**src/rtl/rom_loader.sv**
```systemverilog
// Boot loader: walks the combinational program ROM from byte 0, packs bytes
// little-endian into 32-bit words and writes each word to main memory.
module rom_loader #(
  parameter logic [31:0] LOAD_BASE = 32'h0000_0000,
  parameter logic [31:0] MAX_BYTES = 32'd65536
) (
  input  logic        clock,
  input  logic        reset,
  input  logic        start,
  output logic [31:0] rom_address,
  input  logic [7:0]  rom_byte,
  input  logic        rom_done,
  output logic        mem_write,
  output logic [31:0] mem_address,
  output logic [31:0] mem_data,
  input  logic        mem_ready,
  output logic        busy,
  output logic        finished,
  output logic        error,
  output logic [1:0]  dbg_state
);

  // Write handshake: a word transfers on the rising edge where mem_write and
  // mem_ready are both high; until then address and data are held stable.
  typedef enum logic [1:0] {
    S_IDLE  = 2'd0,
    S_FETCH = 2'd1,
    S_WRITE = 2'd2,
    S_DONE  = 2'd3
  } state_t;

  state_t      r_state,       w_state;
  logic [31:0] r_rom_address, w_rom_address;
  logic [31:0] r_mem_address, w_mem_address;
  logic [31:0] r_mem_data,    w_mem_data;
  logic [31:0] r_buffer,      w_buffer;
  logic [31:0] r_count,       w_count;
  logic        r_mem_write,   w_mem_write;
  logic        r_busy,        w_busy;
  logic        r_finished,    w_finished;
  logic        r_error,       w_error;
  logic        r_last,        w_last;
  logic        r_err_pending, w_err_pending;

  logic [1:0]  w_lane;
  logic [31:0] w_fill;
  logic        w_limit;

  always_comb begin
    w_state       = r_state;
    w_rom_address = r_rom_address;
    w_mem_address = r_mem_address;
    w_mem_data    = r_mem_data;
    w_buffer      = r_buffer;
    w_count       = r_count;
    w_mem_write   = r_mem_write;
    w_busy        = r_busy;
    w_finished    = r_finished;
    w_error       = r_error;
    w_last        = r_last;
    w_err_pending = r_err_pending;

    w_lane  = r_rom_address[1:0];
    w_fill  = r_buffer;
    w_fill[{w_lane, 3'b000} +: 8] = rom_byte;
    w_limit = ((r_count + 32'd1) == MAX_BYTES);

    case (r_state)
      S_IDLE, S_DONE: begin
        if (start) begin
          w_rom_address = 32'd0;
          w_buffer      = 32'd0;
          w_count       = 32'd0;
          w_busy        = 1'b1;
          w_finished    = 1'b0;
          w_error       = 1'b0;
          w_state       = S_FETCH;
        end
      end
      S_FETCH: begin
        w_buffer = w_fill;
        w_count  = r_count + 32'd1;
        if (rom_done || (w_lane == 2'd3) || w_limit) begin
          w_mem_data    = w_fill;
          w_mem_address = LOAD_BASE + {r_rom_address[31:2], 2'b00};
          w_mem_write   = 1'b1;
          w_last        = rom_done | w_limit;
          w_err_pending = w_limit & ~rom_done;
          w_state       = S_WRITE;
        end else begin
          w_rom_address = r_rom_address + 32'd1;
        end
      end
      S_WRITE: begin
        if (mem_ready) begin
          w_mem_write = 1'b0;
          if (r_last) begin
            w_busy     = 1'b0;
            w_finished = 1'b1;
            w_error    = r_err_pending;
            w_state    = S_DONE;
          end else begin
            w_rom_address = r_rom_address + 32'd1;
            w_buffer      = 32'd0;
            w_state       = S_FETCH;
          end
        end
      end
      default: w_state = S_IDLE;
    endcase
  end

  always_ff @(posedge clock) begin
    if (reset) begin
      r_state       <= S_IDLE;
      r_rom_address <= 32'd0;
      r_mem_address <= 32'd0;
      r_mem_data    <= 32'd0;
      r_buffer      <= 32'd0;
      r_count       <= 32'd0;
      r_mem_write   <= 1'b0;
      r_busy        <= 1'b0;
      r_finished    <= 1'b0;
      r_error       <= 1'b0;
      r_last        <= 1'b0;
      r_err_pending <= 1'b0;
    end else begin
      r_state       <= w_state;
      r_rom_address <= w_rom_address;
      r_mem_address <= w_mem_address;
      r_mem_data    <= w_mem_data;
      r_buffer      <= w_buffer;
      r_count       <= w_count;
      r_mem_write   <= w_mem_write;
      r_busy        <= w_busy;
      r_finished    <= w_finished;
      r_error       <= w_error;
      r_last        <= w_last;
      r_err_pending <= w_err_pending;
    end
  end

  assign rom_address = r_rom_address;
  assign mem_address = r_mem_address;
  assign mem_data    = r_mem_data;
  assign mem_write   = r_mem_write;
  assign busy        = r_busy;
  assign finished    = r_finished;
  assign error       = r_error;
  assign dbg_state   = r_state;

endmodule

```
**config.mk**
```make
export PLATFORM = sky130hd
export DESIGN_NAME = rom_loader
export DESIGN_NICKNAME = d
export VERILOG_FILES = /design/src/rtl/rom_loader.sv
export SDC_FILE = /design/constraint.sdc
export NUM_CORES = 1
export LEC_CHECK = 0
export ABC_AREA = 1
export CAP_MARGIN = 40
export CORE_MARGIN = 3
export CORE_UTILIZATION = 35
export CTS_CLUSTER_DIAMETER = 120
export DETAILED_ROUTE_END_ITERATION = 10
export PLACE_DENSITY = 0.65
export SYNTH_ARGS = -nofsm -noshare
export SYNTH_HDL_FRONTEND = slang
export SYNTH_SLANG_ARGS = --single-unit
export TNS_END_PERCENT = 30
```
**constraint.sdc**
```tcl
create_clock -name clock -period 2.42 [get_ports clock]
set_clock_uncertainty 0.1 [all_clocks]
set_input_delay 0.726 -clock clock [delete_from_list [all_inputs] [get_ports clock]]
set_output_delay 0.726 -clock clock [all_outputs]
set_load 0.05 [all_outputs]
```
==> flow_metrics.tcl, run 1 <==
set metrics [dict create \
    status "finished, violations left" \
    violations "setup timing" \
    insertion_delay_ns 0.43 \
    syn_inst 1314 \
    dp_cells 1782 \
    p_sw_mw 5.242 \
    viasPerCell 4.955 \
    p_sw_share_pct 44.81 \
    ios 115 \
    dieWidth_um 162.9 \
    total_power_mw 11.70 \
    core_area_um2 23820 \
    worstMarginPinSlew_ns 0.5309 \
    grt_max_degree 84 \
    irDropWorstVdd_v 0.0005730 \
    numClockSinks 166 \
    grt_pass1_vias 8421 \
    hpwlAfterDp_um 17850 \
    ant_nets 0 \
    diodes 0 \
    critPathMaxStageDelay_ns 0.36 \
    grt_pass1_wl_um 42560 \
    wl_per_cell_um 14.62 \
    grt_use_total_pct 19.70 \
    crit_path_start_kind "flip-flop" \
    syn_area_per_cell_um2 6.561 \
    nFillCells 2411 \
    dieArea_um2 26550 \
    gp_congestion 0.8905 \
    drt_pass1_iterations 7 \
    drt-total-wl_um 26850 \
    p_per_area_nw_per_um2 987.3 \
    start_util_pct 36.19 \
    report.final.slew_viol_count 0 \
    worstPathArrival_ns 2.83 \
    vias 9097 \
    cts_buffer_depth 2 \
    finalSetupViolCount 99 \
    yosys_most_used_dff "dfxtp_1" \
    period_share_pct 107.6 \
    fin_util_pct 49.74 \
    layout_common_cells "nand2_1 (323), nor2_1 (229), dfxtp_1 (155), buf_4 (138), inv_1 (102)" \
    fmax_ghz 0.3841 \
    antenna_found_initial 0 \
    layout-drive-gt1-share_pct 19.71 \
    ys_types 40 \
    drtIter0Drc 602 \
    regToRegSetupSlack_ns -0.18 \
    min_path_type "reg2reg" \
    grt-ovfl-total 0 \
    path_class "reg2reg" \
    fin_cells 1836 \
    yosys_warnings 0 \
    worst_setup_path_end_kind "flip-flop" \
    yosysSeqAreaShare_pct 38.55 \
    root_buffer "clkbuf_16" \
    path_cells "buf_4 > nand2_4 > nor2_8 > nand2_4 > buf_4 > o21ai_0 > nand2_1 > nor2_1 > nand3_1 > nor2_1 > nand3_2 > nand2_4 > nand2_8 > buf_12 > buf_4 > o21ai_2 > nor2_1" \
    setup_tns_ns -11.65 \
    postPlaceCellArea_um2 10660 \
    p_leak_nw 5.305 \
    required_ns 2.65 \
    final_cell_area_um2 11850 \
    final_nets 1528 \
    drc_errors 0 \
    ys_async_sr_fraction_pct 0 \
    rows 56 \
    power_frac_comb_pct 46.8 \
    p_int_mw 6.457 \
    fin_ws_ns -0.1835 \
    synthToLayoutAreaGrowth_pct 37.46 \
    p_seq_share_pct 29.8 \
    path_max_fanout 6 \
    ys_seq_elements 166 \
    clk_pin_slew_worst_paths_ns 0.07 \
    maxCapViolations 0 \
    hold_viol 0 \
    period_needed_ns 2.603 \
    clkPwrFrac_pct 23.4 \
    slowest_stage "dfxtp_4" \
    htree_levels 4 \
    cts_tree "yes" \
    port_buffers 112 \
    synth_area_um2 8621 \
    synth_edf_count 0 \
    die-height_um 162.9 \
    cts_buffers 17 \
    maxSlewHeadroom_pct 64.55 \
    mostFrequentLayoutCell "nand2_1" \
    rsz0062_at_grt "yes" \
]
[cell type report]
cell class,count,area (µm²),area share [%]
clock buffers,22,474.2,4.002
well taps,319,399.1,3.368
flip-flops and latches,166,3339,28.18
repair buffers,232,2255,19.03
inverters,106,410.4,3.463
clock inverters,10,108.9,0.9186
multi-input cells,981,4863,41.04
[layer usage]
layer  wire, µm  share of wire (%)  GRT usage, %
met5          0                  0             0
met4        463                1.7         6.151
met3       1337                5.0         3.535
met2      12850                 48         32.25
met1      12200                 45         26.44
[critical path: cells and delay by family (launching register included)]
family | cells | cell delay (ns)
simple gates | 11 | 1.18
buf+inv | 4 | 0.60
flops | 1 | 0.36
compound gates | 2 | 0.26
[registers in the layout, indices dropped and copies added, names as in the netlist, 2 cells and up]
register     count
r_count         32
dbg_state        2
r_buffer        32
mem_address     30
rom_address     32
mem_data        32
[path summary, 6_finish.rpt]
| kind | startpoint | to | cells past startpoint |
|---|---|---|---|
| worst max-delay path | r_count[0] | mem_address[16] | 17 |
| worst min-delay path | r_buffer[30] | r_buffer[30] | 2 |
| worst max register to register | r_count[0] | mem_address[16] | 17 |
| worst min register to register | r_buffer[30] | r_buffer[30] | 2 |
[cell families after synthesis]
| family | Yosys count | synth area share, % |
|---|---|---|
| AO/OA/AOI/OAI | 222 | 13.83 |
| XOR/XNOR | 19 | 1.930 |
| adder cells (fa/ha/maj) | 11 | 1.596 |
| buffers and inverters | 172 | 8.519 |
| flip-flops | 166 | 38.55 |
| other | 1 | 0.04350 |
| AND/OR/NAND/NOR | 723 | 35.53 |
[synthesized netlist by cell type (9+ instances only)]
master / count / share of area (%)
nor2_1: 239 / 10
nor2_2: 12 / 0.87
nand2_2: 14 / 1.0
a21oi_1: 104 / 6.0
nor3_1: 18 / 1.0
o21ai_0: 82 / 4.8
nand4_1: 13 / 0.94
o22ai_1: 16 / 1.2
nand3_1: 66 / 3.8
dfxtp_1: 166 / 39
xnor2_1: 9 / 0.91
nand2_1: 333 / 14
clkbuf_1: 43 / 1.9
nand3b_1: 10 / 0.87
xor2_1: 10 / 1.0
ha_1: 11 / 1.6
inv_1: 104 / 4.5
[power groups by stage]
stage	Sequential, mW	Combinational (mW)	Clock [mW]
floorplan	4.88	2.03	0
global placement	3.54	5.12	0
detailed placement	3.54	5.16	0
CTS	3.49	5.28	2.78
global route	3.54	5.88	2.89
finish	3.49	5.47	2.74
[through the flow]
step / setup slack (ns) / hold slack, ns
floorplan: 0.0003748 / 0.3401
global placement: -0.2373 / 0.3506
detailed placement: -0.2426 / 0.3545
CTS: -0.1656 / 0.3646
global route: -0.3616 / 0.3755
finish: -0.1835 / 0.3644
[timing repair]
action	in CTS	in global routing
resized for setup	101	75
setup buffers	1	10
endpoints found under the setup margin	130	127
hold buffers	0	0
endpoints found under the hold margin	0	0
cloned	4	7
pin swaps	6	13
No activity file was read; power rests on OpenSTA's default activity.
==> run 2, diff against run 1 <==
--- a/config.mk
+++ b/config.mk
@@ -7,6 +7,7 @@
 export LEC_CHECK = 0
 export ABC_AREA = 1
 export CAP_MARGIN = 40
+export CORE_ASPECT_RATIO = 1.1
 export CORE_MARGIN = 3
 export CORE_UTILIZATION = 35
 export CTS_CLUSTER_DIAMETER = 120
==> constraint.sdc (replaced) <==
create_clock -name clock -period 2.42 [get_ports clock]
set_clock_uncertainty 0.1 [all_clocks]
set_input_delay 0.726 -clock clock [delete_from_list [all_inputs] [get_ports clock]]
set_output_delay 0.726 -clock clock [all_outputs]
set_load 0.005 [all_outputs]
==> flow_metrics.tcl, run 2 (same netlist as run 1, synthesis figures left out) <==
set metrics [dict create \
    required_ns 2.63 \
    setup_tns_ns -16.75 \
    fin_cells 1815 \
    status "finished, violations left" \
    drt-total-wl_um 26470 \
    grt_max_degree 84 \
    diodes 0 \
    die-height_um 170.6 \
    ios 115 \
    start_util_pct 36.04 \
    vias 9038 \
    gp_congestion 0.8899 \
    layout_common_cells "nand2_1 (326), nor2_1 (184), dfxtp_1 (159), clkdlybuf4s50_1 (111), inv_1 (103)" \
    clk_pin_slew_worst_paths_ns 0.06 \
    final_cell_area_um2 11960 \
    numClockSinks 166 \
    ant_nets 0 \
    dp_cells 1767 \
    p_leak_nw 4.602 \
    antenna_found_initial 0 \
    irDropWorstVdd_v 0.0006209 \
    insertion_delay_ns 0.43 \
    period_share_pct 109.1 \
    min_path_type "reg2reg" \
    hold_viol 0 \
    viasPerCell 4.980 \
    p_per_area_nw_per_um2 904.1 \
    root_buffer "clkbuf_16" \
    final_nets 1521 \
    hpwlAfterDp_um 17670 \
    wl_per_cell_um 14.59 \
    violations "setup timing" \
    report.final.slew_viol_count 0 \
    maxSlewHeadroom_pct 64.07 \
    worstPathArrival_ns 2.85 \
    dieArea_um2 26550 \
    grt_pass1_wl_um 41650 \
    htree_levels 4 \
    drc_errors 0 \
    period_needed_ns 2.640 \
    drtIter0Drc 737 \
    grt_pass1_vias 8625 \
    path_max_fanout 8 \
    layout-drive-gt1-share_pct 18.28 \
    grt-ovfl-total 0 \
    rows 59 \
    maxCapViolations 0 \
    rsz0062_at_grt "yes" \
    path_class "reg2reg" \
    mostFrequentLayoutCell "nand2_1" \
    grt_use_total_pct 18.80 \
    postPlaceCellArea_um2 10710 \
    port_buffers 112 \
    cts_buffer_depth 2 \
    finalSetupViolCount 97 \
    synthToLayoutAreaGrowth_pct 38.74 \
    nFillCells 2353 \
    fmax_ghz 0.3788 \
    cts_tree "yes" \
    fin_ws_ns -0.2198 \
    dieWidth_um 155.6 \
    worst_setup_path_end_kind "flip-flop" \
    core_area_um2 23920 \
    worstMarginPinSlew_ns 0.5341 \
    drt_pass1_iterations 5 \
    cts_buffers 17 \
    crit_path_start_kind "flip-flop" \
]
==> run 2: cell count changes in the layout (fill, tap and decap cells not counted), sizes merged, moves of 2 or more <==
cell           delta
clkdlybuf4s50   +100
buf              -47
dlygate4sd2      -32
dlymetal6s2s     -28
clkinv            +4
nand2             -3
bufinv            +2
clkinvlp          -2
==> run 2: through the flow <==
step | total power, mW | util [%] | setup slack [ns] | hold WS, ns
finish | 10.81 | 50.01 | -0.2198 | 0.3650
CTS | 10.35 | 47.60 | -0.1849 | 0.3655
global placement | 7.390 | 44.79 | -0.2545 | 0.3515
floorplan | 5.554 | - | 0.008884 | 0.3401
global route | 11.44 | 50.01 | -0.4141 | 0.3868
detailed placement | 7.425 | 44.79 | -0.3164 | 0.3558
==> run 2: final timing paths <==
path	from	to	slack (ns)	depth (start not counted)
max reg2reg	r_count[0]	mem_data[22]	-0.22	19
max	r_count[0]	mem_data[22]	-0.22	19
min reg2reg	r_buffer[1]	r_buffer[1]	0.37	2
min	r_buffer[1]	r_buffer[1]	0.37	2
==> run 2: final cells by class <==
type | instances | area [µm²] | area share [%]
Sequential cell | 166 | 3337 | 27.90
Tap cell | 305 | 381.6 | 3.191
Clock buffer | 20 | 456.7 | 3.818
Multi-Input combinational cell | 978 | 4900 | 40.97
Timing Repair Buffer | 227 | 2278 | 19.05
Clock inverter | 12 | 166.4 | 1.391
Timing Repair inverter | 1 | 16.27 | 0.1360
Inverter | 106 | 424.2 | 3.546
==> run 2: critical path, cell delays in order, from the launching register on <==
cell and delay [ns]:
dfxtp_4 0.36, ha_4 0.15, nand2_4 0.05, nor2_4 0.22
nand2_4 0.11, nor2_4 0.18, buf_6 0.12, nand3_1 0.08
nand2_2 0.10, nor2_2 0.04, nand2_1 0.07, nor2_2 0.04
nand3_2 0.10, nand2_2 0.08, nand2_4 0.13, buf_12 0.20
clkinv_16 0.09, clkbuf_16 0.18, nor2_1 0.09, nor2_1 0.05
==> run 2: what timing repair did <==
action	CTS	global route
endpoints found under the hold margin	0	0
cloned	0	10
hold buffers	0	0
buffers inserted	2	4
gates resized for setup	22	120
pin swaps	3	22
endpoints found under the setup margin	100	100
==> run 2: report_power, final <==
| part | switching (mW) | internal (mW) |
|---|---|---|
| Clock | 1.19 | 1.70 |
| Combinational | 2.34 | 2.02 |
| Sequential | 0.384 | 3.17 |
| Total | 3.92 | 6.90 |
==> run 2: routing by layer <==
metal,part of all wire (%),track usage [%]
met1,45,24.46
met4,1.3,4.796
met2,48,31.83
met5,0,0
met3,5.5,4.048
